===== src/rtl/knn_sort_vote_if.sv =====
// Stream, vote and debug-readback signals of the KNN sort/vote stage.
// The master side is the distance core / register file; the slave side is the stage itself.
interface knn_sort_vote_if #(
    parameter int DIST_W  = 32,
    parameter int LABEL_W = 8,
    parameter int IDX_W   = 4
);
    logic               clear;
    logic               in_valid;
    logic               in_ready;
    logic [DIST_W-1:0]  in_dist;
    logic [LABEL_W-1:0] in_label;
    logic               classify;
    logic               busy;
    logic               out_valid;
    logic [LABEL_W-1:0] out_label;
    logic [IDX_W:0]     out_votes;
    logic [IDX_W:0]     fill;
    logic [IDX_W-1:0]   rd_idx;
    logic [DIST_W-1:0]  rd_dist;
    logic [LABEL_W-1:0] rd_label;

    modport master (
        output clear, in_valid, in_dist, in_label, classify, rd_idx,
        input  in_ready, busy, out_valid, out_label, out_votes, fill, rd_dist, rd_label
    );
    modport slave (
        input  clear, in_valid, in_dist, in_label, classify, rd_idx,
        output in_ready, busy, out_valid, out_label, out_votes, fill, rd_dist, rd_label
    );
endinterface


===== src/rtl/knn_sort_vote.sv =====
// Keeps the K nearest (distance, label) pairs in ascending order and runs a
// sequential majority vote over them on request.
module knn_sort_vote #(
    parameter int K       = 4,
    parameter int DIST_W  = 32,
    parameter int LABEL_W = 8,
    parameter int IDX_W   = 4
) (
    input  logic            clk,
    input  logic            rst,
    knn_sort_vote_if.slave  bus
);
    localparam int CW = IDX_W + 1;

    typedef enum logic [1:0] {IDLE, VOTE, DONE} state_t;

    state_t             state_q, state_d;
    logic [DIST_W-1:0]  dist_q  [K];
    logic [DIST_W-1:0]  dist_d  [K];
    logic [LABEL_W-1:0] label_q [K];
    logic [LABEL_W-1:0] label_d [K];
    logic [CW-1:0]      fill_q, fill_d, n_q, n_d, best_cnt_q, best_cnt_d;
    logic [CW-1:0]      out_votes_q, out_votes_d;
    logic [IDX_W-1:0]   i_q, i_d;
    logic [LABEL_W-1:0] best_lab_q, best_lab_d, out_label_q, out_label_d;
    logic               busy_q, busy_d, out_valid_q, out_valid_d;

    logic               in_ready, take;
    logic [CW-1:0]      pos, cnt;
    logic [LABEL_W-1:0] cur_lab;

    assign in_ready = (state_q == IDLE) & ~bus.classify & ~bus.clear;
    assign take     = bus.in_valid & in_ready;

    // Insert position = number of stored entries not larger than the new one,
    // so equal distances land behind existing ones.
    always_comb begin
        pos = '0;
        for (int j = 0; j < K; j++)
            if (CW'(j) < fill_q && dist_q[j] <= bus.in_dist) pos = pos + CW'(1);
    end

    always_comb begin
        cur_lab = '0;
        for (int j = 0; j < K; j++)
            if (i_q == IDX_W'(j)) cur_lab = label_q[j];
        cnt = '0;
        for (int j = 0; j < K; j++)
            if (CW'(j) < n_q && label_q[j] == cur_lab) cnt = cnt + CW'(1);
    end

    always_comb begin
        state_d     = state_q;
        dist_d      = dist_q;
        label_d     = label_q;
        fill_d      = fill_q;
        n_d         = n_q;
        i_d         = i_q;
        best_cnt_d  = best_cnt_q;
        best_lab_d  = best_lab_q;
        out_label_d = out_label_q;
        out_votes_d = out_votes_q;
        busy_d      = busy_q;
        out_valid_d = 1'b0;

        if (take && pos < CW'(K)) begin
            for (int j = K - 1; j >= 1; j--)
                if (CW'(j) > pos) begin
                    dist_d[j]  = dist_q[j-1];
                    label_d[j] = label_q[j-1];
                end
            for (int j = 0; j < K; j++)
                if (CW'(j) == pos) begin
                    dist_d[j]  = bus.in_dist;
                    label_d[j] = bus.in_label;
                end
            fill_d = (fill_q == CW'(K)) ? fill_q : fill_q + CW'(1);
        end

        case (state_q)
            IDLE: if (bus.classify) begin
                n_d        = fill_q;
                i_d        = '0;
                best_cnt_d = '0;
                best_lab_d = '0;
                if (fill_q == '0) begin
                    state_d     = DONE;
                    out_valid_d = 1'b1;
                    out_label_d = '0;
                    out_votes_d = '0;
                end else begin
                    state_d = VOTE;
                    busy_d  = 1'b1;
                end
            end
            VOTE: begin
                i_d = i_q + IDX_W'(1);
                // Strictly greater keeps the earliest (nearest) entry on ties.
                if (cnt > best_cnt_q) begin
                    best_cnt_d = cnt;
                    best_lab_d = cur_lab;
                end
                if ({1'b0, i_q} == n_q - CW'(1)) begin
                    state_d     = DONE;
                    busy_d      = 1'b0;
                    out_valid_d = 1'b1;
                    out_label_d = best_lab_d;
                    out_votes_d = best_cnt_d;
                end
            end
            DONE:    state_d = IDLE;
            default: state_d = IDLE;
        endcase

        if (bus.clear) begin
            state_d     = IDLE;
            fill_d      = '0;
            busy_d      = 1'b0;
            out_valid_d = 1'b0;
            out_label_d = '0;
            out_votes_d = '0;
            for (int j = 0; j < K; j++) begin
                dist_d[j]  = '1;
                label_d[j] = '0;
            end
        end
    end

    always_ff @(posedge clk or posedge rst) begin
        if (rst) begin
            state_q     <= IDLE;
            fill_q      <= '0;
            n_q         <= '0;
            i_q         <= '0;
            best_cnt_q  <= '0;
            best_lab_q  <= '0;
            out_label_q <= '0;
            out_votes_q <= '0;
            busy_q      <= 1'b0;
            out_valid_q <= 1'b0;
            for (int j = 0; j < K; j++) begin
                dist_q[j]  <= '1;
                label_q[j] <= '0;
            end
        end else begin
            state_q     <= state_d;
            fill_q      <= fill_d;
            n_q         <= n_d;
            i_q         <= i_d;
            best_cnt_q  <= best_cnt_d;
            best_lab_q  <= best_lab_d;
            out_label_q <= out_label_d;
            out_votes_q <= out_votes_d;
            busy_q      <= busy_d;
            out_valid_q <= out_valid_d;
            dist_q      <= dist_d;
            label_q     <= label_d;
        end
    end

    always_comb begin
        bus.rd_dist  = '0;
        bus.rd_label = '0;
        for (int j = 0; j < K; j++)
            if (bus.rd_idx == IDX_W'(j)) begin
                bus.rd_dist  = dist_q[j];
                bus.rd_label = label_q[j];
            end
    end

    assign bus.in_ready  = in_ready;
    assign bus.busy      = busy_q;
    assign bus.out_valid = out_valid_q;
    assign bus.out_label = out_label_q;
    assign bus.out_votes = out_votes_q;
    assign bus.fill      = fill_q;
endmodule


===== src/flat_wrapper.sv =====
// flat-port wrapper written by rule: the top's interface ports become plain ports
module knn_sort_vote_flat 
#(
    parameter int K       = 4,
    parameter int DIST_W  = 32,
    parameter int LABEL_W = 8,
    parameter int IDX_W   = 4
)
  (clk, rst, bus_clear, bus_in_valid, bus_in_dist, bus_in_label, bus_classify, bus_rd_idx, bus_in_ready, bus_busy, bus_out_valid, bus_out_label, bus_out_votes, bus_fill, bus_rd_dist, bus_rd_label);
  knn_sort_vote_if #(.DIST_W(DIST_W), .LABEL_W(LABEL_W), .IDX_W(IDX_W)) bus_i ();
  input  logic clk;
  input  logic rst;
  input wire logic [$bits(bus_i.clear)-1:0] bus_clear;
  input wire logic [$bits(bus_i.in_valid)-1:0] bus_in_valid;
  input wire logic [$bits(bus_i.in_dist)-1:0] bus_in_dist;
  input wire logic [$bits(bus_i.in_label)-1:0] bus_in_label;
  input wire logic [$bits(bus_i.classify)-1:0] bus_classify;
  input wire logic [$bits(bus_i.rd_idx)-1:0] bus_rd_idx;
  output wire logic [$bits(bus_i.in_ready)-1:0] bus_in_ready;
  output wire logic [$bits(bus_i.busy)-1:0] bus_busy;
  output wire logic [$bits(bus_i.out_valid)-1:0] bus_out_valid;
  output wire logic [$bits(bus_i.out_label)-1:0] bus_out_label;
  output wire logic [$bits(bus_i.out_votes)-1:0] bus_out_votes;
  output wire logic [$bits(bus_i.fill)-1:0] bus_fill;
  output wire logic [$bits(bus_i.rd_dist)-1:0] bus_rd_dist;
  output wire logic [$bits(bus_i.rd_label)-1:0] bus_rd_label;
  assign bus_i.clear = bus_clear;
  assign bus_i.in_valid = bus_in_valid;
  assign bus_i.in_dist = bus_in_dist;
  assign bus_i.in_label = bus_in_label;
  assign bus_i.classify = bus_classify;
  assign bus_i.rd_idx = bus_rd_idx;
  assign bus_in_ready = bus_i.in_ready;
  assign bus_busy = bus_i.busy;
  assign bus_out_valid = bus_i.out_valid;
  assign bus_out_label = bus_i.out_label;
  assign bus_out_votes = bus_i.out_votes;
  assign bus_fill = bus_i.fill;
  assign bus_rd_dist = bus_i.rd_dist;
  assign bus_rd_label = bus_i.rd_label;
  knn_sort_vote #(.K(K), .DIST_W(DIST_W), .LABEL_W(LABEL_W), .IDX_W(IDX_W)) u_core (.clk(clk), .rst(rst), .bus(bus_i));
endmodule

===== config.mk =====
export PLATFORM = sky130hd
export DESIGN_NAME = knn_sort_vote_flat
export DESIGN_NICKNAME = d
export VERILOG_FILES = /design/src/rtl/knn_sort_vote_if.sv /design/src/rtl/knn_sort_vote.sv /design/src/flat_wrapper.sv
export SDC_FILE = /design/constraint.sdc
export NUM_CORES = 1
export LEC_CHECK = 0
export ABC_AREA = 1
export ABC_CLOCK_PERIOD_IN_PS = 11000
export BUFFER_PORTS_ARGS = -buffer_cell sky130_fd_sc_hd__buf_2
export CAP_MARGIN = 20
export CORE_MARGIN = 10
export CORE_UTILIZATION = 55
export CTS_CLUSTER_DIAMETER = 80
export DETAILED_ROUTE_END_ITERATION = 10
export PLACE_DENSITY = 0.7
export SKIP_LAST_GASP = 1
export SYNTH_ARGS = -nofsm -noshare
export SYNTH_HDL_FRONTEND = slang
export SYNTH_SLANG_ARGS = --single-unit

===== constraint.sdc =====
create_clock -name clk -period 11 [get_ports clk]
set_input_delay 1.65 -clock clk [delete_from_list [all_inputs] [get_ports clk]]
set_output_delay 1.65 -clock clk [all_outputs]
set_load 0.005 [all_outputs]

==> results of run 1 <==
[where the power goes]
part           switching (uW)  internal [uW]
Clock                     338            526
Combinational             549            261
Sequential               83.8            886
Total                     970           1670
[per-stage QoR]
step	instance area [um^2]	worst slack, ps	total power (uW)	cells
final	16500	4170	2640	2461
after floorplan	15000	3990	1530	2048
after global placement	15600	3870	1760	2414
after CTS	16500	4340	2640	2459
after detailed placement	15600	3800	1770	2414
after global routing	16500	3820	2800	2460
[flip-flops by register name, summed over array words and instances (netlist names)]
register / cells
u_core.dist_q: 128
u_core.best_lab_q: 8
u_core.bus.fill: 5
u_core.n_q: 5
u_core.bus.busy: 1
u_core.bus.out_label: 8
u_core.best_cnt_q: 5
u_core.bus.out_valid: 1
u_core.label_q: 32
u_core.bus.out_votes: 5
u_core.i_q: 4
u_core.state_q: 2
[worst max-delay path: cells and delay by family]
kind                       cells  cell delay (ps)
adders and majority gates      2              630
AOI/OAI and AO/OA              2              430
and+or+nand+nor               11             2860
buffers and inverters          5             1580
[final cells by class]
type / count / area (um^2)
Antenna cell: 2 / 5.00
Fill cell: 2474 / 10400
Tap cell: 341 / 427
Timing Repair Buffer: 125 / 666
Multi-Input combinational cell: 1535 / 8490
Inverter: 209 / 792
Clock buffer: 35 / 723
Clock inverter: 10 / 129
Sequential cell: 204 / 5270
[Yosys cell counts, types with 3 or more instances]
master | instances | area [um^2]
o21ai_0 | 110 | 551
buf_4 | 6 | 45.0
o211ai_1 | 7 | 52.6
xor2_1 | 12 | 105
nor4_1 | 3 | 18.8
o21ai_1 | 45 | 225
nand3_1 | 275 | 1380
clkbuf_1 | 52 | 195
nand3b_1 | 8 | 60.1
dfrtp_1 | 76 | 1900
ha_1 | 147 | 1840
o2111ai_1 | 32 | 280
nand2_1 | 468 | 1760
nand2_2 | 7 | 43.8
nor3_1 | 7 | 35.0
dfstp_2 | 128 | 3360
a31oi_1 | 32 | 200
a21oi_1 | 121 | 606
buf_2 | 34 | 170
buf_6 | 6 | 67.6
o221ai_1 | 5 | 43.8
inv_2 | 9 | 33.8
a211oi_1 | 4 | 30.0
nand4_1 | 14 | 87.6
nor2_1 | 169 | 634
o21a_1 | 6 | 45.0
o22ai_1 | 24 | 150
a21oi_2 | 9 | 78.8
nor2_2 | 6 | 37.5
nand3_2 | 3 | 30.0
inv_1 | 199 | 747
[layer usage]
| metal | track usage | wire length (um) | up-vias |
|---|---|---|---|
| li1 | - | - | 7039 |
| met1 | 0.381 | 21200 | 7050 |
| met2 | 0.456 | 22400 | 773 |
| met3 | 0.0523 | 4760 | 113 |
| met4 | 0.0966 | 1380 | 0 |
| met5 | 0 | 0 | - |
[path summary, 6_finish.rpt]
path                                    startpoint  depth (start not counted)                       to  slack [ps]
setup / recovery                   bus_in_dist[30]                         20        u_core.label_q[8]        4170
hold / removal             u_core.bus.out_votes[0]                          2  u_core.bus.out_votes[0]         480
setup reg to reg                 u_core.dist_q[94]                         18        u_core.label_q[8]        5170
hold reg to reg            u_core.bus.out_votes[0]                          2  u_core.bus.out_votes[0]         480
max in group asynchronous                      rst                          3       u_core.label_q[27]        8130
min in group asynchronous                      rst                          2       u_core.bus.fill[3]        1360
[kinds of logic (layout without fill, tap and decap cells)]
family | count (synthesis) | after routing
fa+ha+maj | 147 | 147
compound gates | 404 | 404
flops | 204 | 204
simple gates | 969 | 969
xor+xnor | 14 | 14
other cells | 1 | 3
buf+inv | 309 | 379
==> qor.txt, run 1 <==
outcome = completed
most frequent cells in the layout = 467 x nand2_1, 273 x nand3_1, 198 x inv_1
Final Hold Viols = 0
Vias/cell = 6.08
FF+latch count, synth = 204
mux cell area share after synthesis = 0
fin util = 0.614
CP startpoint kind = input port
Max Freq = 146 MHz
initial antenna violation count = 1
Post-synth EDFFs = 0
# clock sinks = 204
width of the chip = 185 um
measured slew at the worst slew-check pin = 1090 ps
pwr dens = 160 nW/um^2
routed len/inst = 20.2 um
Net Count, Synth = 2,244
io pins = 110
Final #Nets = 2,296
CP endpoint kind = flop
crit path time final = 6830 ps
final WL = 49,800 um
largest family of logic cells by synthesized area = simple AND/OR/NAND/NOR gates
Synth Area in Compound Gates = 0.156
max incr delay on CP = 900 ps
final setup TNS = 0 ps
XOR/XNOR Fraction of Synth Area = 0.00818
Synth Instances = 2,048
total gr overflow = 0
worst-case headroom to the max-slew limit = 0.274
Slew Viols, Final = 0
Mean Syn Cell Area = 7.32 um^2
DRT Pass-1 Iters = 6
async set-reset flop share out of synthesis = 1.00
DRT iter0 DRCs = 1,684
RSZ-0062 raised after global routing = false
Worst Path Required = 11,460 ps
DR DRC count = 0
Main synth FF type = dfstp_2
proportion of layout cells with a drive suffix above 1 = 0.160
CP max-delay cell = nand3_2
Final Cycle Share = 0.621
H-Tree Depth = 1
Root Driver = clkbuf_16
Setup CP Type = input port to flop
cts bufs inserted = 25
Unique masters post-synth = 49
Antenna Nets Post-Route = 0
Starting Density = 0.558
Clk Latency, worst-skew pair = 530 ps
total core area = 26,900 um^2
Final setup viols = 0
P_leak = 0.00809 uW
worst vdd ir = 0.0930 mV
Crit Path Max Fanout = 84
Worst Path Arrival = 7290 ps
largest net degree at the start of global routing = 133
Syn-to-layout area delta = 10.0%
post-CTS setup buffer count = 0
Die H = 185 um
leading cell type in the layout, fill and taps excluded = nand2_1
GRT Total Usage = 0.286
Max-Cap Viols = 0
DR vias = 14,975
Synth Area in Adders = 0.123
most frequent CP cell = nand2_1
die area = 34,300 um^2
simple-gate share of the synthesized area = 0.277
CTS clk-pin slew, worst paths = 60 ps
vias in the first global route = 14,487
cts repair resizes = 0
Seq/Total Area, Yosys = 0.351
CTS Hold Buffers Added = 0
std cell rows = 60
first-pass GRT wire length = 78,600 um
final RePlAce weighted congestion = 0.978
Synth warnings = 0
post-synthesis cell area = 15,000 um^2
worst-path cell chain = buf_2 -> inv_1 -> ha_1 -> nand4_1 -> nor3_1 -> nor4b_1 -> nand3_1 -> a21oi_1 -> ha_1 -> inv_1 -> nand2_1 -> nand2_1 -> nand2_1 -> nand2_4 -> buf_4 -> nand3_2 -> buf_4 -> a21oi_1 -> nand3_1 -> nand2_1
CTS Buffer Depth = 3
worst hold margin = 479 ps
Hold Path Class = flop to flop
Port Buffers = 109
Clock Skew = 9.82 ps
Post-DP HPWL = 32,500 um
CTS tree = yes
No activity file was read; power rests on OpenSTA's default activity.
==> inputs of run 2 (changes only) <==
--- a/config.mk
+++ b/config.mk
@@ -5,15 +5,15 @@
 export SDC_FILE = /design/constraint.sdc
 export NUM_CORES = 1
 export LEC_CHECK = 0
-export ABC_AREA = 1
-export ABC_CLOCK_PERIOD_IN_PS = 11000
+export ABC_AREA = 0
+export ABC_CLOCK_PERIOD_IN_PS = 5680
 export BUFFER_PORTS_ARGS = -buffer_cell sky130_fd_sc_hd__buf_2
 export CAP_MARGIN = 20
 export CORE_MARGIN = 10
 export CORE_UTILIZATION = 55
 export CTS_CLUSTER_DIAMETER = 80
 export DETAILED_ROUTE_END_ITERATION = 10
-export PLACE_DENSITY = 0.7
+export PLACE_DENSITY = 0.73
 export SKIP_LAST_GASP = 1
 export SYNTH_ARGS = -nofsm -noshare
 export SYNTH_HDL_FRONTEND = slang
==> constraint.sdc (replaced) <==
create_clock -name clk -period 5.68 [get_ports clk]
set_input_delay 0.852 -clock clk [delete_from_list [all_inputs] [get_ports clk]]
set_output_delay 0.852 -clock clk [all_outputs]
set_load 0.005 [all_outputs]
==> qor.txt, run 2 <==
CTS clk-pin slew, worst paths = 60 ps (about the same)
total gr overflow = 0 (unchanged)
Hold Path Class = input port to asynchronous set/reset pin
Synth Instances = 1,726 (-16%)
met2 wire length = 20,300 um (-9.3%)
std cell rows = 59 (-1.7%)
Post-synth EDFFs = 0 (unchanged)
top layer in use = met5
GRT Total Usage = 0.255 (-0.0312)
Non-Filler Instances = 2,166 (-12%)
Max Freq = 186 MHz
first-pass GRT wire length = 70,800 um (-10%)
die area = 33,800 um^2 (-1.5%)
CP endpoint kind = flop
crit path time final = 5360 ps
Port Buffers = 109 (unchanged)
CTS Buffer Depth = 3 (unchanged)
Final #Nets = 2,007 (-13%)
Final Hold Viols = 0 (unchanged)
RR Startpoint = u_core.dist_q[97]
FF+latch count, synth = 204 (unchanged)
final WL = 43,900 um (-12%)
RSZ-0062 raised after global routing = false
io pins = 110 (unchanged)
routed len/inst = 20.3 um (+0.37%)
Yosys top cell area share = 0.228 (+0.00381)
CTS tree = yes
Inst Count DP = 2,119 (-12%)
Final Cycle Share = 0.944
worst hold margin = 418 ps (-61.6 ps)
DR DRC count = 0 (unchanged)
outcome = completed
Die H = 184 um (-0.75%)
pwr dens = 272 nW/um^2 (+69%)
initial antenna violation count = 2 (+1)
worst vdd ir = 0.220 mV (+140%)
fin util = 0.640 (+0.0264)
# clock sinks = 204 (unchanged)
Syn-to-layout area delta = 13.8%
most flop-heavy register = u_core.dist_q
most frequent CP cell = o21a_1
H-Tree Depth = 1 (unchanged)
Starting Density = 0.563 (+0.00470)
leading cell type in the layout, fill and taps excluded = nand2_1
DRT Pass-1 Iters = 5 (-1)
cts bufs inserted = 25 (unchanged)
Synth top cells by count = 340 x nand2_1, 147 x ha_1, 137 x a21oi_1
Clock Skew = 20.4 ps (+10.6 ps)
Yosys top cell by area = dfstp_2
P_leak = 0.00820 uW (+1.3%)
Root Driver = clkbuf_16
Antenna Nets Post-Route = 0 (unchanged)
total core area = 26,200 um^2 (-2.5%)
largest net degree at the start of global routing = 94 (-29%)
largest registers = u_core.dist_q (128), u_core.label_q (32)
Seq/Total Area, Yosys = 0.357 (+0.00596)
CTS Hold Buffers Added = 0 (unchanged)
Slew Viols, Final = 0 (unchanged)
CP max-delay cell = dfstp_2
CP startpoint kind = flop
final setup TNS = 0 ps (unchanged)
Vias/cell = 6.24 (+2.5%)
Main synth FF type = dfstp_2
post-synthesis cell area = 14,700 um^2 (-1.7%)
max reg flops = 128 (unchanged)
filler instances = 2,215 (-10%)
DR WL met3 = 3120 um (-34%)
DR vias = 13,514 (-9.8%)
Clk Latency, worst-skew pair = 540 ps (about the same)
Final Instance Area = 16,800 um^2 (+1.7%)
final RePlAce weighted congestion = 0.915 (-6.4%)
Final setup viols = 0 (unchanged)
Setup crit start = u_core.dist_q[97]
vias in the first global route = 13,440 (-7.2%)
Worst Path Arrival = 5790 ps (-1500 ps)
width of the chip = 184 um (-0.75%)
Mean Syn Cell Area = 8.54 um^2 (+17%)
DRT iter0 DRCs = 1,179 (-30%)
Crit Path Max Fanout = 24 (-71%)
proportion of layout cells with a drive suffix above 1 = 0.199 (+0.0390)
measured slew at the worst slew-check pin = 1020 ps (-67.5 ps)
M1 WL = 19,100 um (-10%)
synth top area cells = dfstp_2 23%, dfrtp_1 13%, ha_1 12%, nand2_1 8.7%, mux2i_1 6.9%
Net Count, Synth = 1,922 (-14%)
worst-case headroom to the max-slew limit = 0.320 (+0.0461)
Max-Cap Viols = 0 (unchanged)
worst-path cell chain = ha_1 -> nor2b_1 -> o21a_1 -> o21a_1 -> o21a_1 -> o21a_1 -> o21a_1 -> o21ai_0 -> a211oi_1 -> a2111oi_0 -> buf_4 -> o31ai_1 -> ha_1 -> nor3_1 -> nor2_1 -> inv_1 -> ha_1 -> inv_1 -> a311oi_1 -> xor2_1 -> a211oi_4 -> buf_4 -> o21ai_0 -> o32ai_1
DP Area = 15,900 um^2 (+1.4%)
most frequent cells in the layout = 339 x nand2_1, 144 x ha_1, 137 x a21oi_1
Synth warnings = 0 (unchanged)
Worst Path Required = 6110 ps (-5350 ps)
Post-DP HPWL = 30,300 um (-6.9%)
Unique masters post-synth = 71 (+45%)
max incr delay on CP = 560 ps (-340 ps)
Setup CP Type = flop to flop
async set-reset flop share out of synthesis = 1.00 (unchanged)
most frequent cell after synthesis = nand2_1
==> run 2: cell count changes after synthesis, moves of 24 or more <==
cell,delta
o211ai_1,+26
o2111ai_1,-32
mux2i_1,+101
o21ai_1,-35
a21o_1,+26
nand2_1,-128
nor3_1,+99
inv_1,-136
nor2_1,-129
xnor2_1,+24
nand3_1,-256
==> run 2: stage by stage <==
step / worst slack, ps / total power (uW)
4_1_cts: 127 / 4540
3_3_place_gp: -24.6 / 2800
3_5_place_dp: -155 / 2830
2_1_floorplan: 156 / 2460
6_report: 315 / 4560
5_1_grt: 18.9 / 4770
==> run 2: critical path: cells and delay by family, from the launching register on <==
family | cells | cell delay [ps]
compound gates | 13 | 2670
xor+xnor | 1 | 190
fa+ha+maj | 3 | 680
simple gates | 3 | 410
buf+inv | 4 | 720
flops | 1 | 560
==> run 2: layout make-up <==
| cell class | instances | area [um^2] | area share |
|---|---|---|---|
| Multi-Input combinational cell | 1357 | 8910 | 0.531 |
| Sequential cell | 204 | 5270 | 0.314 |
| Timing Repair Buffer | 158 | 1060 | 0.0630 |
| Clock buffer | 38 | 764 | 0.0456 |
| Tap cell | 335 | 419 | 0.0250 |
| Inverter | 65 | 248 | 0.0148 |
| Clock inverter | 7 | 114 | 0.00678 |
| Antenna cell | 2 | 5.00 | 0.000298 |
==> run 2: power breakdown <==
| group | internal, uW | switching (uW) |
|---|---|---|
| clock | 1060 | 655 |
| combinational | 478 | 720 |
| sequential | 1550 | 95.3 |
==> run 2: logic make-up (layout without fill, tap and decap cells) <==
group | after synthesis | in the layout | synth area share
mux | 105 | 105 | 0.0716
compound gates | 451 | 451 | 0.188
flops | 204 | 204 | 0.357
buf+inv | 165 | 268 | 0.0455
xor+xnor | 43 | 43 | 0.0260
simple gates | 610 | 610 | 0.187
other cells | 1 | 3 | 0.000254
fa+ha+maj | 147 | 147 | 0.125
==> run 2: path summary, 6_finish.rpt <==
check	to	slack [ps]	cells past startpoint
worst min-delay path	u_core.bus.fill[1]	420	2
worst min register to register	u_core.bus.out_votes[0]	480	2
worst max register to register	u_core.label_q[19]	320	24
min in group clk	u_core.bus.out_votes[0]	480	2
max in group asynchronous	u_core.label_q[29]	4180	3
worst max-delay path	u_core.label_q[19]	320	24
==> run 2: repair_timing <==
| item | 4_1_cts | 5_1_grt |
|---|---|---|
| setup endpoints to repair | 0 | 26 |
| setup buffers | 0 | 0 |
| resized for setup | 0 | 9 |
==> run 2: metal layers <==
layer	global-route usage	vias to the layer above
met4	0.0862	2
met2	0.417	521
met5	0	-
li1	-	6385
met3	0.0439	112
met1	0.334	6494
==> inputs of run 3 (changes only) <==
--- a/config.mk
+++ b/config.mk
@@ -10,10 +10,10 @@
 export BUFFER_PORTS_ARGS = -buffer_cell sky130_fd_sc_hd__buf_2
 export CAP_MARGIN = 20
 export CORE_MARGIN = 10
-export CORE_UTILIZATION = 55
+export CORE_UTILIZATION = 35
 export CTS_CLUSTER_DIAMETER = 80
 export DETAILED_ROUTE_END_ITERATION = 10
-export PLACE_DENSITY = 0.73
+export PLACE_DENSITY = 0.49
 export SKIP_LAST_GASP = 1
 export SYNTH_ARGS = -nofsm -noshare
 export SYNTH_HDL_FRONTEND = slang
==> qor.txt, run 3 (same netlist as run 2, synthesis figures left out) <==
DRT iter0 DRCs = 942 (-20%)
Worst Path Required = 6120 ps (about the same)
Overall Power = 4780 uW (+4.8%)
Clk Latency, worst-skew pair = 570 ps (+30 ps)
Slew Viols, Final = 0 (unchanged)
most flop-heavy register = u_core.dist_q
DP Worst Slack = -149 ps (+5.41 ps)
Root Driver = clkbuf_16
Crit path max-delay family = compound AO/OA/AOI/OAI gates
initial antenna violation count = 0 (-2)
largest net degree at the start of global routing = 156 (+66%)
most frequent cells in the layout = 339 x nand2_1, 147 x ha_1, 137 x a21oi_1
switching part of the total = 0.325 (+0.00195)
DRT Pass-1 Iters = 5 (unchanged)
first-pass GRT wire length = 78,300 um (+11%)
Final Instance Area = 17,400 um^2 (+3.6%)
final setup TNS = 0 ps (unchanged)
Crit Path Max Fanout = 32 (+33%)
P_leak = 0.00841 uW (+2.7%)
pwr dens = 275 nW/um^2 (+1.1%)
Final Hold Viols = 0 (unchanged)
total gr overflow = 0 (unchanged)
Final #Nets = 2,037 (+1.5%)
Starting Density = 0.353 (-0.210)
total core area = 41,800 um^2 (+59%)
final WL = 49,400 um (+12%)
die area = 50,700 um^2 (+50%)
Final setup viols = 0 (unchanged)
RSZ-0062 raised after global routing = false
cts bufs inserted = 28 (+12%)
max incr delay on CP = 570 ps (about the same)
worst-case headroom to the max-slew limit = 0.293 (-0.0263)
fin worst setup slack = 355 ps (+40.0 ps)
Clk pwr share = 0.393 (+0.017)
Post-DP HPWL = 34,700 um (+15%)
leading cell type in the layout, fill and taps excluded = nand2_1
measured slew at the worst slew-check pin = 1050 ps (+29.8 ps)
CP endpoint kind = flop
DR DRC count = 0 (unchanged)
Clock Skew = 16.9 ps (-3.50 ps)
worst vdd ir = 0.211 mV (-4.1%)
Max Freq = 188 MHz (+0.75%)
DP Area = 16,400 um^2 (+3.3%)
largest registers = u_core.dist_q (128), u_core.label_q (32)
io pins = 110 (unchanged)
GRT Total Usage = 0.193 (-0.0615)
proportion of layout cells with a drive suffix above 1 = 0.210 (+0.0114)
CTS clk-pin slew, worst paths = 60 ps (about the same)
CP max-delay cell = or4_1
outcome = completed
CP bufs+invs = 3 (-1)
Logic pwr share = 0.262 (about the same)
CTS Hold Buffers Added = 0 (unchanged)
# clock sinks = 204 (unchanged)
Antenna diodes = 0 (-2)
routed len/inst = 20.5 um (+1.3%)
Int Power = 3230 uW (+4.5%)
Psw = 1550 uW (+5.5%)
CTS Buffer Depth = 3 (unchanged)
max reg flops = 128 (unchanged)
Final Cycle Share = 0.937 (-0.00704)
Port Buffers = 109 (unchanged)
CP startpoint kind = flop
Max-Cap Viols = 0 (unchanged)
vias in the first global route = 13,183 (-1.9%)
Vias/cell = 5.48 (-12%)
Hold Path Class = flop to flop
width of the chip = 225 um (+23%)
worst-path cell chain = ha_1 -> nor2b_1 -> o21a_1 -> o21a_1 -> o21a_1 -> o21a_1 -> o21a_1 -> o21ai_0 -> a211oi_1 -> a2111oi_0 -> buf_4 -> o31a_1 -> ha_1 -> xnor2_2 -> inv_2 -> ha_1 -> or4_1 -> nand4b_1 -> nand2_1 -> o31a_2 -> buf_12 -> a21oi_1 -> a21oi_1
Die H = 225 um (+23%)
CTS tree = yes
Antenna Nets Post-Route = 0 (unchanged)
DR vias = 13,159 (-2.6%)
crit path time final = 5320 ps (-40.0 ps)
Setup CP Type = flop to flop
Worst Path Arrival = 5760 ps (-30 ps)
most frequent CP cell = o21a_1
Seq pwr share = 0.345 (-0.016)
std cell rows = 75 (+27%)
H-Tree Depth = 1 (unchanged)
final RePlAce weighted congestion = 0.859 (-6.2%)
Syn-to-layout area delta = 17.9%
run 3: final timing paths:
check                                        startpoint                       to  slack [ps]  cells past startpoint
worst max-delay path                  u_core.dist_q[97]        u_core.label_q[8]         360                     23
worst min-delay path            u_core.bus.out_votes[4]  u_core.bus.out_votes[4]         470                      2
worst max register to register        u_core.dist_q[97]        u_core.label_q[8]         360                     23
worst min register to register  u_core.bus.out_votes[4]  u_core.bus.out_votes[4]         470                      2
max in group asynchronous                           rst        u_core.dist_q[38]        4020                      4
min in group asynchronous                           rst          u_core.bus.busy         580                      3
run 3: routing by layer:
| metal | GRT usage | routed length [um] |
|---|---|---|
| met2 | 0.314 | 22700 |
| met4 | 0.0399 | 718 |
| met1 | 0.269 | 23700 |
| met5 | 0 | 0 |
| met3 | 0.0241 | 2160 |
run 3: layout make-up:
class                      instances  area [um^2]
clock buffer                      45          866
sequential                       204         5270
clock inverter                     7          110
multi-input combinational       1357         8910
tap                              539          674
inverter                          65          248
timing repair buffer             185         1320
fill                            4193        24400
run 3: stage by stage:
stage	util	hold slack, ps	cells
2_1_floorplan	-	449	1726
3_3_place_gp	0.392	460	2349
3_5_place_dp	0.392	470	2349
4_1_cts	0.416	482	2401
5_1_grt	0.417	501	2402
6_report	0.417	470	2402
run 3: what timing repair did:
item                       in CTS  in global routing
setup buffers                   0                  0
gates resized for setup         0                  5
setup endpoints to repair       0                 15
run 3: worst min-delay path, delay by kind of cell (launching register included):
kind | cells | cell delay, ps
AO/OA/AOI/OAI | 1 | 60
flip-flops | 1 | 340
AND/OR/NAND/NOR | 1 | 40
run 3: power by group through the flow:
stage          clock, uW  sequential [uW]  combinational, uW
5_1_grt             1980             1660               1400
4_1_cts             1910             1650               1240
3_5_place_dp           0             1670               1240
3_3_place_gp           0             1670               1220
2_1_floorplan          0             1630                831
6_report            1880             1650               1250
